--- config.mk ---
export PLATFORM = sky130hd
export DESIGN_NAME = ksz_tx_sequencer_flat
export DESIGN_NICKNAME = d
export VERILOG_FILES = /design/src/rtl/ksz8851_pkg.sv /design/src/rtl/ksz_tx_sequencer_if.sv /design/src/rtl/ksz_tx_sequencer.sv /design/src/flat_wrapper.sv
export SDC_FILE = /design/constraint.sdc
export NUM_CORES = 1
export LEC_CHECK = 0
export CORE_UTILIZATION = 60
export DETAILED_ROUTE_END_ITERATION = 8
export GPL_TIMING_DRIVEN = 1
export HOLD_SLACK_MARGIN = 0.1
export MAX_ROUTING_LAYER = met4
export PLACE_DENSITY = 0.95
export SETUP_SLACK_MARGIN = 0.2
export SYNTH_ARGS = -nofsm -noshare
export SYNTH_HDL_FRONTEND = slang
export SYNTH_SLANG_ARGS = --single-unit
export TNS_END_PERCENT = 20
--- constraint.sdc ---
create_clock -name clk40m -period 9.6 [get_ports clk40m]
set_clock_uncertainty 0.15 [all_clocks]
set_input_delay 1.92 -clock clk40m [delete_from_list [all_inputs] [get_ports clk40m]]
set_output_delay 1.92 -clock clk40m [all_outputs]
set_load 0.02 [all_outputs]
--- src/rtl/ksz8851_pkg.sv ---
// Shared KSZ8851 register map, bit masks and transmit-sequencer types.
package ksz8851_pkg;

  localparam logic [7:0] REG_TXMIR = 8'h78;
  localparam logic [7:0] REG_TXQCR = 8'h80;
  localparam logic [7:0] REG_RXQCR = 8'h82;
  localparam logic [7:0] REG_IER   = 8'h90;

  localparam logic [15:0] SDA_MASK   = 16'h0008;
  localparam logic [15:0] METFE_MASK = 16'h0001;
  localparam logic [15:0] TXIC_CTRL  = 16'h8000;

  localparam logic [1:0] ERR_NONE    = 2'b00;
  localparam logic [1:0] ERR_NO_MEM  = 2'b01;
  localparam logic [1:0] ERR_BAD_LEN = 2'b10;

  typedef enum logic [4:0] {
    ST_IDLE,
    ST_RD_TXMIR,
    ST_CHK_MEM,
    ST_GAP,
    ST_WR_IER0,
    ST_RD_RXQCR,
    ST_SET_SDA,
    ST_WR_CTRL,
    ST_WR_BCNT,
    ST_WR_DATA,
    ST_RD_RXQCR2,
    ST_CLR_SDA,
    ST_RD_TXQCR,
    ST_SET_METFE,
    ST_WR_IER,
    ST_DONE,
    ST_ERR
  } tx_state_e;

  // One register-bus access as presented to the bus engine
  typedef struct packed {
    logic        wr;
    logic [7:0]  offset;
    logic        dummy;
    logic [15:0] wdata;
  } bus_cmd_t;

endpackage

--- src/rtl/ksz_tx_sequencer_if.sv ---
// Payload stream plus register-bus engine handshake for the transmit sequencer.
interface ksz_tx_sequencer_if;

  logic [15:0] pl_data;
  logic        pl_valid;
  logic        pl_ready;

  logic        bus_req;
  logic        bus_wr;
  logic [7:0]  bus_offset;
  logic        bus_dummy;
  logic [15:0] bus_wdata;
  logic [15:0] bus_rdata;
  logic        bus_done;

  modport master (
    input  pl_data, pl_valid, bus_rdata, bus_done,
    output pl_ready, bus_req, bus_wr, bus_offset, bus_dummy, bus_wdata
  );

  modport slave (
    output pl_data, pl_valid, bus_rdata, bus_done,
    input  pl_ready, bus_req, bus_wr, bus_offset, bus_dummy, bus_wdata
  );

endinterface

--- src/rtl/ksz_tx_sequencer.sv ---
// Re-triggerable KSZ8851 transmit sequencer: TXQ memory check with retry,
// IER/SDA bracketing, payload streaming with dword padding and manual enqueue.
module ksz_tx_sequencer
  import ksz8851_pkg::*;
#(
  parameter int unsigned LEN_W       = 13,
  parameter int unsigned MAX_LEN     = 1514,
  parameter int unsigned MAX_RETRY   = 8,
  parameter int unsigned RETRY_GAP   = 64,
  parameter logic [15:0] IER_RESTORE = 16'hEB00
) (
  input  logic             clk40m,
  input  logic             reset,
  input  logic             tx_start,
  input  logic [LEN_W-1:0] tx_len,
  output logic             tx_busy,
  output logic             tx_done,
  output logic             tx_err,
  output logic [1:0]       tx_err_code,
  ksz_tx_sequencer_if.master bus
);

  localparam int unsigned RETRY_W = $clog2(MAX_RETRY + 1);
  localparam int unsigned GAP_W   = (RETRY_GAP > 1) ? $clog2(RETRY_GAP) : 1;

  tx_state_e          state;
  logic [LEN_W-1:0]   len_q;
  logic [LEN_W-1:0]   wcnt_q;
  logic [LEN_W-1:0]   dcnt_q;
  logic [RETRY_W-1:0] retry_q;
  logic [GAP_W-1:0]   gap_q;
  logic [15:0]        rdata_q;

  logic [LEN_W:0]     need_c;
  logic [LEN_W:0]     round_c;
  logic [LEN_W:0]     half_c;
  logic               mem_ok_c;
  logic               len_bad_c;
  bus_cmd_t           cmd_c;
  tx_state_e          next_c;

  // Free-memory threshold, dword-rounded word total and payload word count
  assign need_c    = {1'b0, len_q} + (LEN_W+1)'(4);
  assign mem_ok_c  = (LEN_W+1)'(rdata_q[12:0]) >= need_c;
  assign round_c   = ({1'b0, len_q} + (LEN_W+1)'(3)) & ~(LEN_W+1)'(3);
  assign half_c    = {1'b0, len_q} + (LEN_W+1)'(1);
  assign len_bad_c = (tx_len == '0) || (32'(tx_len) > MAX_LEN);

  // Access issued by each single-shot bus state and where it leads on completion
  always_comb begin
    cmd_c  = '0;
    next_c = ST_IDLE;
    case (state)
      ST_RD_TXMIR:  begin cmd_c.offset = REG_TXMIR; next_c = ST_CHK_MEM; end
      ST_WR_IER0:   begin cmd_c.wr = 1'b1; cmd_c.offset = REG_IER; next_c = ST_RD_RXQCR; end
      ST_RD_RXQCR:  begin cmd_c.offset = REG_RXQCR; next_c = ST_SET_SDA; end
      ST_SET_SDA:   begin
        cmd_c.wr = 1'b1; cmd_c.offset = REG_RXQCR; cmd_c.wdata = rdata_q | SDA_MASK;
        next_c = ST_WR_CTRL;
      end
      ST_WR_CTRL:   begin
        cmd_c.wr = 1'b1; cmd_c.dummy = 1'b1; cmd_c.wdata = TXIC_CTRL; next_c = ST_WR_BCNT;
      end
      ST_WR_BCNT:   begin
        cmd_c.wr = 1'b1; cmd_c.dummy = 1'b1; cmd_c.wdata = 16'(len_q); next_c = ST_WR_DATA;
      end
      ST_RD_RXQCR2: begin cmd_c.offset = REG_RXQCR; next_c = ST_CLR_SDA; end
      ST_CLR_SDA:   begin
        cmd_c.wr = 1'b1; cmd_c.offset = REG_RXQCR; cmd_c.wdata = rdata_q & ~SDA_MASK;
        next_c = ST_RD_TXQCR;
      end
      ST_RD_TXQCR:  begin cmd_c.offset = REG_TXQCR; next_c = ST_SET_METFE; end
      ST_SET_METFE: begin
        cmd_c.wr = 1'b1; cmd_c.offset = REG_TXQCR; cmd_c.wdata = rdata_q | METFE_MASK;
        next_c = ST_WR_IER;
      end
      ST_WR_IER:    begin
        cmd_c.wr = 1'b1; cmd_c.offset = REG_IER; cmd_c.wdata = IER_RESTORE; next_c = ST_DONE;
      end
      default: ;
    endcase
  end

  // Sequencer state, counters and all registered outputs
  always_ff @(posedge clk40m or negedge reset) begin
    if (!reset) begin
      state          <= ST_IDLE;
      len_q          <= '0;
      wcnt_q         <= '0;
      dcnt_q         <= '0;
      retry_q        <= '0;
      gap_q          <= '0;
      rdata_q        <= '0;
      tx_busy        <= 1'b0;
      tx_done        <= 1'b0;
      tx_err         <= 1'b0;
      tx_err_code    <= ERR_NONE;
      bus.pl_ready   <= 1'b0;
      bus.bus_req    <= 1'b0;
      bus.bus_wr     <= 1'b0;
      bus.bus_offset <= '0;
      bus.bus_dummy  <= 1'b0;
      bus.bus_wdata  <= '0;
    end else begin
      tx_done      <= 1'b0;
      tx_err       <= 1'b0;
      bus.pl_ready <= 1'b0;
      case (state)
        ST_IDLE: begin
          if (tx_start) begin
            if (len_bad_c) begin
              state       <= ST_ERR;
              tx_err      <= 1'b1;
              tx_err_code <= ERR_BAD_LEN;
            end else begin
              state       <= ST_RD_TXMIR;
              len_q       <= tx_len;
              retry_q     <= '0;
              tx_err_code <= ERR_NONE;
              tx_busy     <= 1'b1;
            end
          end
        end
        ST_CHK_MEM: begin
          if (mem_ok_c) begin
            state <= ST_WR_IER0;
          end else if (retry_q == RETRY_W'(MAX_RETRY - 1)) begin
            state       <= ST_ERR;
            tx_err      <= 1'b1;
            tx_err_code <= ERR_NO_MEM;
            tx_busy     <= 1'b0;
          end else begin
            retry_q <= retry_q + RETRY_W'(1);
            gap_q   <= GAP_W'(RETRY_GAP - 1);
            state   <= ST_GAP;
          end
        end
        ST_GAP: begin
          if (gap_q == '0) state <= ST_RD_TXMIR;
          else             gap_q <= gap_q - GAP_W'(1);
        end
        // Payload words wait for pl_valid; pad words go out as zero without consuming
        ST_WR_DATA: begin
          if (!bus.bus_req) begin
            if (dcnt_q != '0) begin
              if (bus.pl_valid) begin
                bus.bus_req    <= 1'b1;
                bus.bus_wr     <= 1'b1;
                bus.bus_offset <= '0;
                bus.bus_dummy  <= 1'b1;
                bus.bus_wdata  <= bus.pl_data;
                bus.pl_ready   <= 1'b1;
                dcnt_q         <= dcnt_q - LEN_W'(1);
              end
            end else begin
              bus.bus_req    <= 1'b1;
              bus.bus_wr     <= 1'b1;
              bus.bus_offset <= '0;
              bus.bus_dummy  <= 1'b1;
              bus.bus_wdata  <= '0;
            end
          end else if (bus.bus_done) begin
            bus.bus_req <= 1'b0;
            wcnt_q      <= wcnt_q - LEN_W'(1);
            if (wcnt_q == LEN_W'(1)) state <= ST_RD_RXQCR2;
          end
        end
        ST_DONE, ST_ERR: state <= ST_IDLE;
        default: begin
          if (!bus.bus_req) begin
            bus.bus_req    <= 1'b1;
            bus.bus_wr     <= cmd_c.wr;
            bus.bus_offset <= cmd_c.offset;
            bus.bus_dummy  <= cmd_c.dummy;
            bus.bus_wdata  <= cmd_c.wdata;
          end else if (bus.bus_done) begin
            bus.bus_req <= 1'b0;
            state       <= next_c;
            if (!cmd_c.wr) rdata_q <= bus.bus_rdata;
            if (state == ST_WR_BCNT) begin
              wcnt_q <= round_c[LEN_W:1];
              dcnt_q <= half_c[LEN_W:1];
            end
            if (state == ST_WR_IER) begin
              tx_done <= 1'b1;
              tx_busy <= 1'b0;
            end
          end
        end
      endcase
    end
  end

endmodule

--- src/flat_wrapper.sv ---
// flat-port wrapper written by rule: the top's interface ports become plain ports
module ksz_tx_sequencer_flat import ksz8851_pkg::*;
#(
  parameter int unsigned LEN_W       = 13,
  parameter int unsigned MAX_LEN     = 1514,
  parameter int unsigned MAX_RETRY   = 8,
  parameter int unsigned RETRY_GAP   = 64,
  parameter logic [15:0] IER_RESTORE = 16'hEB00
)
  (clk40m, reset, tx_start, tx_len, tx_busy, tx_done, tx_err, tx_err_code, bus_pl_data, bus_pl_valid, bus_bus_rdata, bus_bus_done, bus_pl_ready, bus_bus_req, bus_bus_wr, bus_bus_offset, bus_bus_dummy, bus_bus_wdata);
  ksz_tx_sequencer_if bus_i ();
  input  logic clk40m;
  input  logic reset;
  input  logic tx_start;
  input  logic [LEN_W-1:0] tx_len;
  output logic tx_busy;
  output logic tx_done;
  output logic tx_err;
  output logic [1:0] tx_err_code;
  input wire logic [$bits(bus_i.pl_data)-1:0] bus_pl_data;
  input wire logic [$bits(bus_i.pl_valid)-1:0] bus_pl_valid;
  input wire logic [$bits(bus_i.bus_rdata)-1:0] bus_bus_rdata;
  input wire logic [$bits(bus_i.bus_done)-1:0] bus_bus_done;
  output wire logic [$bits(bus_i.pl_ready)-1:0] bus_pl_ready;
  output wire logic [$bits(bus_i.bus_req)-1:0] bus_bus_req;
  output wire logic [$bits(bus_i.bus_wr)-1:0] bus_bus_wr;
  output wire logic [$bits(bus_i.bus_offset)-1:0] bus_bus_offset;
  output wire logic [$bits(bus_i.bus_dummy)-1:0] bus_bus_dummy;
  output wire logic [$bits(bus_i.bus_wdata)-1:0] bus_bus_wdata;
  assign bus_i.pl_data = bus_pl_data;
  assign bus_i.pl_valid = bus_pl_valid;
  assign bus_i.bus_rdata = bus_bus_rdata;
  assign bus_i.bus_done = bus_bus_done;
  assign bus_pl_ready = bus_i.pl_ready;
  assign bus_bus_req = bus_i.bus_req;
  assign bus_bus_wr = bus_i.bus_wr;
  assign bus_bus_offset = bus_i.bus_offset;
  assign bus_bus_dummy = bus_i.bus_dummy;
  assign bus_bus_wdata = bus_i.bus_wdata;
  ksz_tx_sequencer #(.LEN_W(LEN_W), .MAX_LEN(MAX_LEN), .MAX_RETRY(MAX_RETRY), .RETRY_GAP(RETRY_GAP), .IER_RESTORE(IER_RESTORE)) u_core (.clk40m(clk40m), .reset(reset), .tx_start(tx_start), .tx_len(tx_len), .tx_busy(tx_busy), .tx_done(tx_done), .tx_err(tx_err), .tx_err_code(tx_err_code), .bus(bus_i));
endmodule
==> qor.yml <==
dp_hpwl_um: 11600
die_w_um: 102
seq_area_frac_synth: 0.409
period_share: 0.446
crit_family: "compound AO/OA/AOI/OAI gates"
met2_usage: 0.562
period_needed_ps: 4280
portBuffers: 80
drt_wl_total_um: 16100
synth-async-reset-ratio: 1.00
crit_path_end_kind: "flop"
slew-limit-headroom: 0.235
ios: 83
cts_resized: 0
vias_per_cell: 6.49
ys_types: 72
yosysTopAreaCell: "dfrtp_1"
max_cap_viol_count: 0
grt_pass1_vias: 5532
drt_iter0_markers: 397
areaGrowthSynthToFinish_pct: 15.9
yosys-top-cells-count: "99 x dfrtp_1, 66 x nand2_1, 63 x o21ai_0, 47 x nor2_1, 30 x a21oi_1"
grt_max_degree: 71
fin_hold_ws_ps: 337
status: "finished, final reports clean"
post-cts-setup-buffers: 0
finalSetupViolCount: 0
met1_usage: 0.396
grt_pass1_wl_um: 26600
drcViolationCount: 0
cts_buffers: 9
drt_pass1_iterations: 6
dieHeight_um: 102
cts-root-buf: "clkbuf_8"
ant_nets: 0
wl_per_cell_um: 19.0
utilization: 0.719
start_util: 0.620
path_buf_inv: 0
ys.flop_type: "dfrtp_1"
cpMaxStageDelayCell: "a221oi_1"
hold_buffers: 0
drive_gt1_frac: 0.0880
syn_area_mm2: 0.00606
grt_use_total: 0.342
h-tree-depth: 3
worstSetupStartpointType: "flop"
crit_path_frequent_cell: "o21ai_0"
clkTransAtPathRegs_ps: 90
numClockSinks: 99
tritoncts: "yes"
drv_slew: 0
synthTopCellsByArea: "dfrtp_1 41%, o21ai_0 5.2%, ha_1 4.5%, nand2_1 4.1%, mux2_2 3.9%"
dr_total_vias: 5511
stdcell_area_mm2: 0.00702
rsz0062_at_grt: "false"
hold_viol_final: 0
synth_warnings: 0
netlist_instances: 660
coreArea_mm2: 0.00977
grt_overflow: 0
antenna_found_initial: 0
antenna_cells: 0
synth.top_cell.area_share: 0.409
busiest_layer: "met2"
crit_required_ps: 9780
fmax_mhz: 234
ys_seq_elements: 99
worst_slew_pin_slew_ps: 1150
synth_most_common_cell: "dfrtp_1"
ir_drop_uv: 197
die_area_mm2: 0.0105
finalSetupTns_ps: 0
power_density_mw_per_mm2: 268
rows: 36
gp_congestion: 0.982
gr-usage-met3: 0.0664
max_stage_delay_ps: 620
critPathKind: "flop to flop"
fin_nets: 783
crit_arrival_ps: 4460
cts_buffer_depth: 2
clkLatencyLatePin_ps: 390
synth-edff-count: 0
cp_cell_sequence: "ha_1 > nand3_1 > nor3_1 > xnor2_1 > ha_1 > nand4_1 > o21ai_0 > a221oi_1 > o21ai_0 > o21ai_0 > a21o_1"
place_area_mm2: 0.00683
crit_fanout: 9
min_path_type: "flop to flop"
p_leak_uw: 0.00298
finalPower_uw: 1880
syn_area_per_cell_um2: 9.18
layout by cell type (no fill, tap or decap), types with 4 or more instances in the layout:
cell / count
nand3_1: 18
a211oi_1: 4
xor2_1: 14
mux2_2: 21
nand2b_1: 8
clkdlybuf4s50_1: 79
o21ai_0: 63
a22o_1: 7
nor2_1: 47
o31ai_1: 5
buf_4: 6
mux2_4: 6
nor4_1: 10
a222oi_1: 9
nor3_1: 24
a22oi_1: 11
clkbuf_8: 12
a21oi_1: 30
or3_1: 7
xnor2_1: 22
inv_1: 26
o211ai_1: 6
dfrtp_1: 99
ha_1: 22
nor2b_1: 4
nand4_1: 6
nand2_1: 66
and2_1: 4
o22ai_1: 6
a221oi_1: 4
o22a_1: 6
sequential cells by signal, summed over array words and instances, names as in the netlist, 4 cells and up:
register	cells
u_core.state	5
u_core.retry_q	4
u_core.wcnt_q	13
u_core.rdata_q	16
u_core.gap_q	6
u_core.dcnt_q	13
u_core.len_q	13
u_core.bus.bus_wdata	16
u_core.bus.bus_offset	4
worst paths after layout:
kind                                           end  depth (start not counted)               startpoint  slack [ps]
min                        u_core.bus.bus_wdata[5]                          2  u_core.bus.bus_wdata[5]         340
min reg2reg                u_core.bus.bus_wdata[5]                          2  u_core.bus.bus_wdata[5]         340
max reg2reg                        u_core.state[4]                         11          u_core.len_q[2]        5320
max                                u_core.state[4]                         11          u_core.len_q[2]        5320
max in group asynchronous          u_core.len_q[3]                          2                    reset        6820
min in group asynchronous  u_core.bus.bus_wdata[8]                          1                    reset        1290
worst reg2reg max path: cells and delay by family (launching register included):
family / cells / cell delay [ps]
compound gates: 5 / 1710
simple gates: 3 / 880
fa+ha+maj: 2 / 680
flops: 1 / 610
xor+xnor: 1 / 190
per-stage QoR:
step / instances / worst slack (ps)
after global routing: 849 / 4980
after CTS: 849 / 5370
after floorplan: 661 / 6090
final: 849 / 5320
after global placement: 833 / 5140
after detailed placement: 833 / 5060
report_power, final:
part / leakage [uW] / switching [uW] / internal (uW)
combinational: 0.00161 / 463 / 379
clock: 0.000103 / 152 / 118
sequential: 0.00126 / 196 / 572
cell type report:
type | instances | area (um^2)
clock buffer | 12 | 165
clock inverter | 4 | 31.3
fill | 707 | 2750
inverter | 26 | 97.6
multi-input combinational | 490 | 3250
sequential | 99 | 2480
tap | 133 | 166
timing repair buffer | 85 | 836
per-layer routing:
| metal | up-vias | routed length (um) |
|---|---|---|
| met4 | 0 | 558 |
| li1 | 2501 | - |
| met2 | 282 | 8130 |
| met5 | - | 0 |
| met3 | 64 | 1160 |
| met1 | 2664 | 6250 |
cells by family after synthesis:
group	count (synthesis)	synth area share
simple gates	215	0.174
compound gates	185	0.204
flops	99	0.409
buf+inv	72	0.0555
xor+xnor	36	0.0520
mux	30	0.0591
fa+ha+maj	22	0.0454
other cells	1	0.000619
Power figures use the tool's default switching activity.
